===== src/rtl/reg_alu_pipe.sv =====
// Two-stage register-file ALU pipeline: S1 operand capture, S2 registered result with writeback.
// Define REG_ALU_PIPE_FWD_EN to bypass the S1 ALU output on read-after-write hazards instead of stalling.
module reg_alu_pipe #(
  parameter int unsigned DATA_W = 16,
  parameter int unsigned ADDR_W = 5
) (
  input  logic              clk,
  input  logic              reset,
  input  logic              op_valid,
  output logic              op_ready,
  input  logic [2:0]        op_code,
  input  logic [ADDR_W-1:0] ra_addr,
  input  logic [ADDR_W-1:0] rb_addr,
  input  logic [ADDR_W-1:0] wr_addr,
  input  logic              wr_en,
  input  logic              ld_valid,
  input  logic [ADDR_W-1:0] ld_addr,
  input  logic [DATA_W-1:0] ld_data,
  output logic              ld_ready,
  output logic              res_valid,
  output logic [DATA_W-1:0] result,
  output logic              zero,
  output logic              carry
);

  localparam int unsigned DEPTH = 1 << ADDR_W;
  localparam int unsigned EXT_W = DATA_W + 1;

  logic [DATA_W-1:0] rf [DEPTH];

  logic              s1_valid;
  logic [2:0]        s1_op;
  logic [DATA_W-1:0] s1_a;
  logic [DATA_W-1:0] s1_b;
  logic [ADDR_W-1:0] s1_wr_addr;
  logic              s1_wr_en;

  logic [EXT_W-1:0]  add_ext;
  logic [EXT_W-1:0]  sub_ext;
  logic [EXT_W-1:0]  inc_ext;
  logic [DATA_W-1:0] alu_out;
  logic              alu_carry;

  logic [DATA_W-1:0] rd_a;
  logic [DATA_W-1:0] rd_b;
  logic [DATA_W-1:0] opnd_a;
  logic [DATA_W-1:0] opnd_b;
  logic              s1_writes;
  logic              haz_a;
  logic              haz_b;
  logic              hazard;
  logic              op_fire;
  logic              ld_fire;
  logic              wb_fire;

  // ALU on the S1 operands
  assign add_ext = {1'b0, s1_a} + {1'b0, s1_b};
  assign sub_ext = {1'b0, s1_a} - {1'b0, s1_b};
  assign inc_ext = {1'b0, s1_a} + EXT_W'(1);

  always_comb begin
    alu_out   = '0;
    alu_carry = 1'b0;
    case (s1_op)
      3'b000: alu_out = s1_a;
      3'b001: begin
        alu_out   = add_ext[DATA_W-1:0];
        alu_carry = add_ext[DATA_W];
      end
      3'b010: begin
        alu_out   = sub_ext[DATA_W-1:0];
        alu_carry = ~sub_ext[DATA_W];
      end
      3'b011: alu_out = s1_a & s1_b;
      3'b100: alu_out = s1_a | s1_b;
      3'b101: alu_out = s1_a ^ s1_b;
      3'b110: alu_out = ~s1_a;
      3'b111: begin
        alu_out   = inc_ext[DATA_W-1:0];
        alu_carry = inc_ext[DATA_W];
      end
      default: alu_out = '0;
    endcase
  end

  // Register reads see pre-edge contents, so a same-cycle load is not visible to the op
  assign rd_a = (ra_addr == '0) ? '0 : rf[ra_addr];
  assign rd_b = (rb_addr == '0) ? '0 : rf[rb_addr];

  assign s1_writes = s1_valid && s1_wr_en && (s1_wr_addr != '0);
  assign haz_a     = s1_writes && (ra_addr == s1_wr_addr);
  assign haz_b     = s1_writes && (rb_addr == s1_wr_addr);
  assign hazard    = haz_a || haz_b;

`ifdef REG_ALU_PIPE_FWD_EN
  assign opnd_a   = haz_a ? alu_out : rd_a;
  assign opnd_b   = haz_b ? alu_out : rd_b;
  assign op_ready = !reset;
`else
  assign opnd_a   = rd_a;
  assign opnd_b   = rd_b;
  assign op_ready = !reset && !hazard;
`endif

  // Loads wait while S1 holds a pending writeback, so the two never share an edge
  assign ld_ready = !reset && (!s1_valid || !s1_wr_en);
  assign op_fire  = op_valid && op_ready;
  assign ld_fire  = ld_valid && ld_ready;
  assign wb_fire  = s1_writes;

  // S1 operand stage and S2 result stage
  always_ff @(posedge clk or posedge reset) begin
    if (reset) begin
      s1_valid   <= 1'b0;
      s1_op      <= '0;
      s1_a       <= '0;
      s1_b       <= '0;
      s1_wr_addr <= '0;
      s1_wr_en   <= 1'b0;
      res_valid  <= 1'b0;
      result     <= '0;
      zero       <= 1'b0;
      carry      <= 1'b0;
    end else begin
      s1_valid <= op_fire;
      if (op_fire) begin
        s1_op      <= op_code;
        s1_a       <= opnd_a;
        s1_b       <= opnd_b;
        s1_wr_addr <= wr_addr;
        s1_wr_en   <= wr_en;
      end
      res_valid <= s1_valid;
      if (s1_valid) begin
        result <= alu_out;
        zero   <= (alu_out == '0);
        carry  <= alu_carry;
      end
    end
  end

  // Register file; entry 0 is never written
  always_ff @(posedge clk or posedge reset) begin
    if (reset) begin
      for (int unsigned i = 0; i < DEPTH; i++) begin
        rf[i] <= '0;
      end
    end else begin
      if (wb_fire) begin
        rf[s1_wr_addr] <= alu_out;
      end
      if (ld_fire && (ld_addr != '0)) begin
        rf[ld_addr] <= ld_data;
      end
    end
  end

endmodule


===== config.mk =====
export PLATFORM = sky130hd
export DESIGN_NAME = reg_alu_pipe
export DESIGN_NICKNAME = d
export VERILOG_FILES = /design/src/rtl/reg_alu_pipe.sv
export SDC_FILE = /design/constraint.sdc
export NUM_CORES = 2
export LEC_CHECK = 0
export ABC_AREA = 1
export BUFFER_PORTS_ARGS = -buffer_cell sky130_fd_sc_hd__buf_2
export CAP_MARGIN = 30
export CELL_PAD_IN_SITES_DETAIL_PLACEMENT = 1
export CELL_PAD_IN_SITES_GLOBAL_PLACEMENT = 2
export CORE_MARGIN = 3
export CORE_UTILIZATION = 33
export CTS_CLUSTER_DIAMETER = 80
export DETAILED_ROUTE_END_ITERATION = 8
export PLACE_DENSITY = 0.85
export SLEW_MARGIN = 20
export SYNTH_ARGS = -nofsm -noshare
export SYNTH_HDL_FRONTEND = slang
export SYNTH_SLANG_ARGS = --single-unit
export TNS_END_PERCENT = 100

===== constraint.sdc =====
create_clock -name clk -period 15.9 [get_ports clk]
set_input_delay 0.795 -clock clk [delete_from_list [all_inputs] [get_ports clk]]
set_output_delay 0.795 -clock clk [all_outputs]
set_load 0.005 [all_outputs]

==> flow_summary.yaml <==
timing:
  final-hold-violation-count: 0
  max_freq_mhz: 248
  fin_skew_ns: 0.0364
  maxSlewHeadroom_pct: 30.6
  setup_violations: 0
  slew_violations: 0
  worst-slew-pin-transition_ns: 1.04
  fin_ws_ns: 11.87
  rsz0062_at_grt: "false"
  period_needed_ns: 4.03
  finalSetupTns_ns: 0
  whs_ns: 0.100
  fin_crit_sh_pct: 25.3
floorplanning:
  ios: 65
  coreArea_um2: 113000
  placementRows: 123
  dieHeight_um: 345
  initial_core_util_pct: 33.5
  dieArea_um2: 119000
  die_w_um: 345
yosys:
  yosys_most_used_dff: "dfrtp_1"
  synth_edf_count: 0
  ys_ff_latch: 573
  synth_area_leaders: "dfrtp_1 (38%), o21ai_0 (11%), a21oi_1 (9.4%), nand2_1 (7.2%), nand3_1 (5.9%)"
  seq_area_frac_synth_pct: 37.8
  yosys_warnings: 0
  synthesis.nets: 5603
  synth_cells: 5505
  synth.most_common_cell: "o21ai_0"
  yosys.cell_types.count: 42
  synth_top_area_cell: "dfrtp_1"
  synth_area_um2: 37900
  async_flop_share_pct: 100
  synth_area_per_cell_um2: 6.89
  synthTopCellsByCount: "o21ai_0 (860), nand2_1 (725), a21oi_1 (714)"
  netlist.area_leader.share_pct: 37.8
global_route:
  grt_pass1_vias: 41100
  use_met1_pct: 41.7
  busiest_layer: "met2"
  grt.overflow.total: 0
  global_route.usage.met2_pct: 46.9
  antenna_found_initial: 7
  use_met3_pct: 6.83
  grt_pass1_wl_um: 279000
  grt_usage_pct: 31.3
  grt_max_degree: 183
worst_setup_path:
  worstReg2RegStart: "s1_valid"
  arrival_ns: 3.23
  rr_endpoint: "rf[180]"
  r2r_slack_ns: 11.95
  cp_max_fo: 112
  startpoint: "rb_addr[0]"
  cp_top_family: "buffers and inverters"
  start_kind: "input port"
  worst-r2r-cell-count: 6
  critical_path_required_ns: 15.11
  crit_end: "op_ready"
  worst-path-buf-inv: 4
  cp_common_cell: "nand2_1"
  critPathCaptureType: "output port"
  worst-path-stages: 10
  cp_cell_sequence: "buf_8 -> buf_4 -> xor2_1 -> a21oi_1 -> nand3_1 -> nand2_1 -> nand2_1 -> nand2_1 -> inv_1 -> buf_2"
  slowest_stage: "buf_4"
  slowest_delay_ns: 0.76
  worst-setup-path-type: "input port to output port"
job:
  maxCapViolations: 0
finish:
  drive_gt1_share_pct: 6.97
  post-route-util_pct: 36.7
  final_net_count: 5348
  syn_to_final_growth_pct: 9.69
  num_antenna_cells: 0
run_status:
  status: "finished, final reports clean"
routing:
  totalWireLength_um: 190000
  drt_iter0_markers: 5024
  viasPerCell: 6.19
  drt_first_pass_iters: 6
  drc: 0
  wl_per_cell_um: 27.9
  drtAntennaViolNets: 0
  num_vias: 42100
clocking:
  cts_tree: "yes"
  clockRootBuffer: "clkbuf_16"
  clkTransAtPathRegs_ns: 0.06
  hold_buffers: 0
  cts_buffer_depth: 3
  h-tree-depth: 3
  cts_resized: 0
  cts.sinks: 573
  cts-buffers-inserted: 75
  clock_latency_ns: 0.67
  post-cts-setup-buffers: 0
hold_path:
  min_path_type: "input port to async pin"
place:
  dp_hpwl_um: 119000
  globalplace.congestion: 0.935
  dpl_worst_slack_ns: 11.48
  place.port_buffers: 64
power_and_ir_drop:
  vdd_drop_max_uv: 71.1
  p_leak_nw: 17.8
  power_density_nw_per_um2: 138
[flip-flops by register name, summed over array words and instances, names as in the netlist]
signal and count:
carry 1, s1_wr_en 1, result 16, s1_a 16
zero 1, s1_op 3, s1_b 16, s1_wr_addr 5
res_valid 1, rf 512, s1_valid 1
[layout make-up]
class	instances	area, um2
inverter	501	1890
timing repair buffer	177	1460
multi-input combinational	3922	19600
sequential	573	14300
tap	1500	1880
clock buffer	111	2140
fill	14200	71700
clock inverter	22	234
[where the power goes]
group          leakage [nW]  total (mW)  switching (mW)  internal, mW
combinational          9.81        1.92            1.34         0.585
clock                  1.16        1.71           0.723         0.985
sequential             6.87        2.11           0.265          1.84
total                  17.8        5.74            2.32          3.41
[cell usage in the layout, fill, tap and decap left out, types with 25 or more instances in the layout]
cell type and n:
o21ai_0 860, nand2_1 724, a21oi_1 714, dfrtp_1 573, nor2_1 468, nand3_1 442
inv_1 439, o22ai_1 191, o211ai_1 131, buf_4 97, o21ai_1 92, a22oi_1 86
clkbuf_16 77, buf_2 58, ha_1 52, inv_2 49, a31oi_1 45, o221ai_1 25
clkbuf_1 25
[cells by family (layout without fill, tap and decap cells)]
group | Yosys count | count (layout) | synth area share, %
buffers and inverters | 1010 | 811 | 10.4
adders and majority gates | 54 | 54 | 1.82
DFF | 573 | 573 | 37.8
and+or+nand+nor | 1712 | 1712 | 18.9
AOI/OAI and AO/OA | 2151 | 2151 | 30.9
xor gates and xnor gates | 5 | 5 | 0.116
[metrics by stage]
step                      instance area, um2  total power, mW  cells
final                                  41600             5.74   6806
after global routing                   41600             6.03   6806
after CTS                              41500             5.69   6800
after detailed placement               39100             3.97   6667
after global placement                 38900             3.88   6658
after floorplan                        37900             3.27   5505
[how the worst min path moves through the flow]
stage                endpoint  slack, ns  cells after the start
finish                rf[446]       0.10                      2
global route          rf[446]       0.11                      2
CTS                   rf[446]       0.08                      2
global placement      rf[507]       0.38                      0
detailed placement    rf[499]       0.38                      0
floorplan           res_valid       0.35                      0
[routing by layer]
metal,up-vias,wire length [um]
met5,-,15
met1,21200,78300
met2,2081,82300
li1,18400,-
met3,440,18000
met4,2,11100
[worst reg2reg max path, cell delays in order (launching register included)]
cell and delay [ns]:
dfrtp_1 0.73, nand2_2 0.27, nor2_1 0.80, nand2_1 0.83, inv_1 0.86, o21ai_0 0.21, o22ai_1 0.15
Note: power is estimated with default switching activity, not from simulation.
